$ cat config.mk
export PLATFORM = sky130hd
export DESIGN_NAME = hazard_control_unit
export DESIGN_NICKNAME = d
export VERILOG_FILES = /design/src/rtl/hazard_control_unit.sv
export SDC_FILE = /design/constraint.sdc
export NUM_CORES = 1
export LEC_CHECK = 0
export CELL_PAD_IN_SITES_DETAIL_PLACEMENT = 0
export CELL_PAD_IN_SITES_GLOBAL_PLACEMENT = 1
export CORE_MARGIN = 1.5
export CORE_UTILIZATION = 44
export DETAILED_ROUTE_END_ITERATION = 6
export DONT_BUFFER_PORTS = 1
export PLACE_DENSITY = 0.73
export SLEW_MARGIN = 20
export SYNTH_ARGS = -nofsm -noshare
export SYNTH_HDL_FRONTEND = slang
export SYNTH_SLANG_ARGS = --single-unit
$ cat constraint.sdc
create_clock -name clk -period 2.19 [get_ports clk]
set_input_delay 0.438 -clock clk [delete_from_list [all_inputs] [get_ports clk]]
set_output_delay 0.438 -clock clk [all_outputs]
set_load 0.03 [all_outputs]
$ cat src/rtl/hazard_control_unit.sv
// rtl/hazard_control_unit.sv - pipeline hazard detection, forwarding select and stall/forward counters
module hazard_control_unit #(
  parameter int REG_ADDR_W = 5,
  parameter int CNT_W      = 16
) (
  input  logic                  clk,
  input  logic                  rst_n,
  input  logic [REG_ADDR_W-1:0] id_rs1,
  input  logic [REG_ADDR_W-1:0] id_rs2,
  input  logic                  id_rs1_used,
  input  logic                  id_rs2_used,
  input  logic [REG_ADDR_W-1:0] id_rd,
  input  logic                  id_regwrite,
  input  logic                  id_memread,
  input  logic                  id_valid,
  input  logic                  fwd_en,
  input  logic                  flush,
  input  logic                  clr_cnt,
  output logic [1:0]            fwd_a,
  output logic [1:0]            fwd_b,
  output logic                  stall,
  output logic                  pc_write,
  output logic                  ifid_write,
  output logic                  idex_bubble,
  output logic [CNT_W-1:0]      stall_cnt,
  output logic [CNT_W-1:0]      fwd_cnt
);

  localparam logic [REG_ADDR_W-1:0] REG_ZERO = '0;

  // EX / MEM / WB tracking state
  logic [REG_ADDR_W-1:0] ex_rs1, ex_rs2, ex_rd, mem_rd, wb_rd;
  logic                  ex_rs1_used, ex_rs2_used, ex_regwrite, ex_memread;
  logic                  mem_regwrite, mem_memread, wb_regwrite;

  logic hazard_rs1, hazard_rs2;
  logic ex_load;

  // Operand forwarding select: MEM result wins over WB; loads in MEM cannot forward yet
  always_comb begin
    fwd_a = 2'b00;
    fwd_b = 2'b00;
    if (fwd_en && ex_rs1_used && ex_rs1 != REG_ZERO) begin
      if (mem_regwrite && !mem_memread && mem_rd == ex_rs1) fwd_a = 2'b10;
      else if (wb_regwrite && wb_rd == ex_rs1)              fwd_a = 2'b01;
    end
    if (fwd_en && ex_rs2_used && ex_rs2 != REG_ZERO) begin
      if (mem_regwrite && !mem_memread && mem_rd == ex_rs2) fwd_b = 2'b10;
      else if (wb_regwrite && wb_rd == ex_rs2)              fwd_b = 2'b01;
    end
  end

  // Hazard detection on ID sources: load-use only when forwarding, else any in-flight writer in EX/MEM
  always_comb begin
    hazard_rs1 = 1'b0;
    hazard_rs2 = 1'b0;
    if (id_rs1_used && id_rs1 != REG_ZERO) begin
      if (fwd_en) hazard_rs1 = ex_memread && ex_rd == id_rs1;
      else        hazard_rs1 = (ex_regwrite && ex_rd == id_rs1) || (mem_regwrite && mem_rd == id_rs1);
    end
    if (id_rs2_used && id_rs2 != REG_ZERO) begin
      if (fwd_en) hazard_rs2 = ex_memread && ex_rd == id_rs2;
      else        hazard_rs2 = (ex_regwrite && ex_rd == id_rs2) || (mem_regwrite && mem_rd == id_rs2);
    end
  end

  // Pipeline control: flush kills the ID instruction, so it overrides any stall
  always_comb begin
    stall       = id_valid && (hazard_rs1 || hazard_rs2) && !flush;
    pc_write    = !stall;
    ifid_write  = !stall;
    idex_bubble = stall || flush;
    ex_load     = id_valid && !stall && !flush;
  end

  // Advance tracking: ID enters EX only when it really issues, otherwise a bubble
  always_ff @(posedge clk or negedge rst_n) begin
    if (!rst_n) begin
      ex_rs1       <= '0;
      ex_rs2       <= '0;
      ex_rd        <= '0;
      ex_rs1_used  <= 1'b0;
      ex_rs2_used  <= 1'b0;
      ex_regwrite  <= 1'b0;
      ex_memread   <= 1'b0;
      mem_rd       <= '0;
      mem_regwrite <= 1'b0;
      mem_memread  <= 1'b0;
      wb_rd        <= '0;
      wb_regwrite  <= 1'b0;
    end else begin
      mem_rd       <= ex_rd;
      mem_regwrite <= ex_regwrite;
      mem_memread  <= ex_memread;
      wb_rd        <= mem_rd;
      wb_regwrite  <= mem_regwrite;
      if (ex_load) begin
        ex_rs1      <= id_rs1;
        ex_rs2      <= id_rs2;
        ex_rd       <= id_rd;
        ex_rs1_used <= id_rs1_used;
        ex_rs2_used <= id_rs2_used;
        ex_regwrite <= id_regwrite;
        ex_memread  <= id_memread;
      end else begin
        ex_rs1      <= '0;
        ex_rs2      <= '0;
        ex_rd       <= '0;
        ex_rs1_used <= 1'b0;
        ex_rs2_used <= 1'b0;
        ex_regwrite <= 1'b0;
        ex_memread  <= 1'b0;
      end
    end
  end

  // Saturating performance counters; clear beats increment
  always_ff @(posedge clk or negedge rst_n) begin
    if (!rst_n) begin
      stall_cnt <= '0;
      fwd_cnt   <= '0;
    end else if (clr_cnt) begin
      stall_cnt <= '0;
      fwd_cnt   <= '0;
    end else begin
      if (stall && stall_cnt != '1) stall_cnt <= stall_cnt + 1'b1;
      if ((fwd_a != 2'b00 || fwd_b != 2'b00) && fwd_cnt != '1) fwd_cnt <= fwd_cnt + 1'b1;
    end
  end

endmodule

==> flow_metrics.tcl <==
set metrics [dict create \
    place_hpwl_mm 6.10 \
    synthArstFlopShare_pct 100 \
    nets 455 \
    placementRows 31 \
    synth_top_area_cell "dfrtp_1" \
    worstRegToRegCells 10 \
    syn_to_final_growth_pct 43.7 \
    peakVddDrop_mv 0.335 \
    worstSetupStartpoint "ex_rd[0]" \
    max-cap-violations 0 \
    synthFlopType "dfrtp_1" \
    yosysWarnings 0 \
    root_buffer "clkbuf_8" \
    grt_max_degree 65 \
    ys_ff_latch 64 \
    max_slew_margin_pct 58.6 \
    r2r_end "fwd_cnt[13]" \
    placement.io_buffers 0 \
    setup_viol 21 \
    die_x_microns 90.6 \
    synth_nets 355 \
    netlist_area_sq_mm 0.00338 \
    synth_edf_count 0 \
    slew_viol_final 0 \
    clkLatencyLatePin_ns 0.34 \
    route.detailed.drc 0 \
    clk_pin_slew_ns 0.08 \
    grt_use_met2_pct 37.1 \
    gp_congestion 0.853 \
    r2r-start "mem_rd[3]" \
    first_global_vias 2967 \
    n_antenna_cell 0 \
    cts_made_buffers 9 \
    r2r_setup_slack_ns -0.15 \
    rsz0062_at_grt "yes" \
    ant_nets 0 \
    clock_skew_ns 0.00780 \
    use_met3_pct 6.99 \
    cp-start-kind "flip-flop" \
    grt_use_met1_pct 27.6 \
    drtIter0Drc 109 \
    crit_type "reg2out" \
    finalHoldViolations 0 \
    power_density_mw_per_mm2 490 \
    ys_types 46 \
    synth-seq-area-share_pct 47.4 \
    leakagePower_nw 2.05 \
    dr.pass1.iters 4 \
    busiest_layer "met2" \
    grt_overflow 0 \
    cp.required_ns 1.75 \
    layout_setup_ws_ns -0.222 \
    die_h_microns 90.6 \
    fin_util_pct 66.2 \
    synthTopCellsByCount "64 x dfrtp_1, 29 x xnor2_1, 28 x nor2_1" \
    io_pins 65 \
    antenna_found_initial 0 \
    layout-drive-gt1-share_pct 45.3 \
    synth_top_cells_by_area "dfrtp_1 47%, xnor2_1 7.5%, xor2_1 5.2%, and2_1 4.1%, a21oi_1 3.1%" \
    syn_area_per_cell_sq_um 10.3 \
    track_usage_pct 22.5 \
    period_needed_ns 2.41 \
    hold_class "in2reg" \
    fmax_mhz 415 \
    yosysMostFrequentCell "dfrtp_1" \
    clock-sinks 64 \
    htreeDepth 3 \
    via_per_inst 5.42 \
    clockBufferDepth 2 \
    finalCritPeriodShare_pct 110 \
    post-place-ws_ns -0.138 \
    finalWirelength_mm 9.00 \
    grt_pass1_wl_mm 14.3 \
    status "finished with violations" \
    tightestPinTransition_ns 0.616 \
    endpoint "pc_write" \
    end_kind "output pin" \
    violations "setup timing" \
    die_area_sq_mm 0.00821 \
    start_util_pct 46.1 \
    postSynthCellCount 328 \
    crit_arrival_ns 1.97 \
    crit_fanout 3 \
    whs_ns 0.143 \
    route.vias.total 2883 \
    core-area_sq_mm 0.00733 \
    cts_tree "done" \
    wire_per_inst_microns 16.9 \
    yosysTopAreaCellShare_pct 47.4 \
]
## critical path: stages, from the launching register on
cell and delay, ns:
dfrtp_2 0.45, xnor2_2 0.15, nand3_2 0.11, nor4_4 0.24, nor2_1 0.08, o22ai_2 0.17, and2_4 0.18, clkinvlp_4 0.09
buf_12 0.16
## layer usage
layer,vias to the layer above,wire length (microns)
li1,1363,-
met1,1434,3710
met2,70,4630
met3,16,508
met4,0,157
met5,-,0
## registers in the layout (all words and copies together), names as in the netlist
| signal | count |
|---|---|
| wb_regwrite | 1 |
| wb_rd | 5 |
| ex_rs1_used | 1 |
| ex_rd | 5 |
| ex_rs2 | 5 |
| mem_memread | 1 |
| ex_rs1 | 5 |
| stall_cnt | 16 |
| mem_regwrite | 1 |
| ex_regwrite | 1 |
| ex_memread | 1 |
| fwd_cnt | 16 |
| ex_rs2_used | 1 |
| mem_rd | 5 |
## cell usage in the layout (no fill, tap or decap), types with 4 or more instances in the layout
cell,netlist,routed
xnor2_2,2,12
and2_4,2,5
nor2_1,28,28
nand4_1,7,7
dfrtp_1,64,52
or3_1,5,4
or4_4,0,7
a21oi_2,0,7
xor2_1,20,16
nand2b_1,6,6
o31ai_1,7,6
dfrtp_2,0,12
nand2_1,9,9
inv_1,5,4
nand3_1,17,16
clkbuf_8,0,9
and2_1,22,20
buf_6,4,19
a21oi_1,21,13
nor2b_1,5,5
clkinvlp_4,0,5
buf_4,1,76
nor4_4,0,4
xnor2_1,29,19
or4_1,12,5
xor2_2,0,4
## power breakdown
part | switching, mW | internal [mW]
registers | 0.0240 | 1.20
logic | 0.119 | 0.129
clock network | 0.496 | 0.407
total | 0.639 | 1.74
## worst min path at each step
stage | startpoint | endpoint | slack [ns] | cells past startpoint
final | clr_cnt | fwd_cnt[4] | 0.14 | 1
after global routing | clr_cnt | fwd_cnt[4] | 0.12 | 1
after CTS | clr_cnt | stall_cnt[0] | 0.13 | 1
after detailed placement | rst_n | wb_rd[2] | 0.14 | 0
after global placement | rst_n | wb_rd[2] | 0.14 | 0
after floorplan | rst_n | ex_memread | 0.14 | 0
## repair_timing
| item | 4_1_cts | 5_1_grt |
|---|---|---|
| gates cloned | 1 | 0 |
| resized for setup | 28 | 45 |
| pin swaps | 41 | 25 |
| hold buffers | 2 | 0 |
| buffers inserted | 29 | 8 |
| hold endpoints to repair | 64 | 0 |
| endpoints found under the setup margin | 19 | 36 |
## area by class of cell
cell class / count / area [sq um]
clock buffer: 9 / 124
sequential: 64 / 1620
fill: 569 / 2480
multi-input combinational: 249 / 2060
tap: 99 / 124
inverter: 5 / 22.5
clock inverter: 7 / 48.8
timing repair buffer: 99 / 862
## stage by stage
stage / setup TNS [ns] / instance area [sq um] / instances / total power, mW
floorplan: -0.210 / 3490 / 328 / 1.37
global placement: -0.512 / 4090 / 487 / 1.40
detailed placement: -0.859 / 4090 / 487 / 1.40
CTS: -1.84 / 4610 / 528 / 2.36
global route: -5.65 / 4850 / 532 / 2.48
finish: -2.16 / 4850 / 532 / 2.38
## cells by family (layout without fill, tap and decap cells)
group,Yosys count,in the layout,synth area share [%]
AND/OR/NAND/NOR,133,134,22.4
flip-flops,64,64,47.4
AO/OA/AOI/OAI,56,56,11.0
XOR/XNOR,51,51,13.7
buffers and inverters,16,120,2.81
multiplexers,6,6,2.00
adder cells (fa/ha/maj),2,2,0.741
Note: power is estimated with default switching activity, not from simulation.
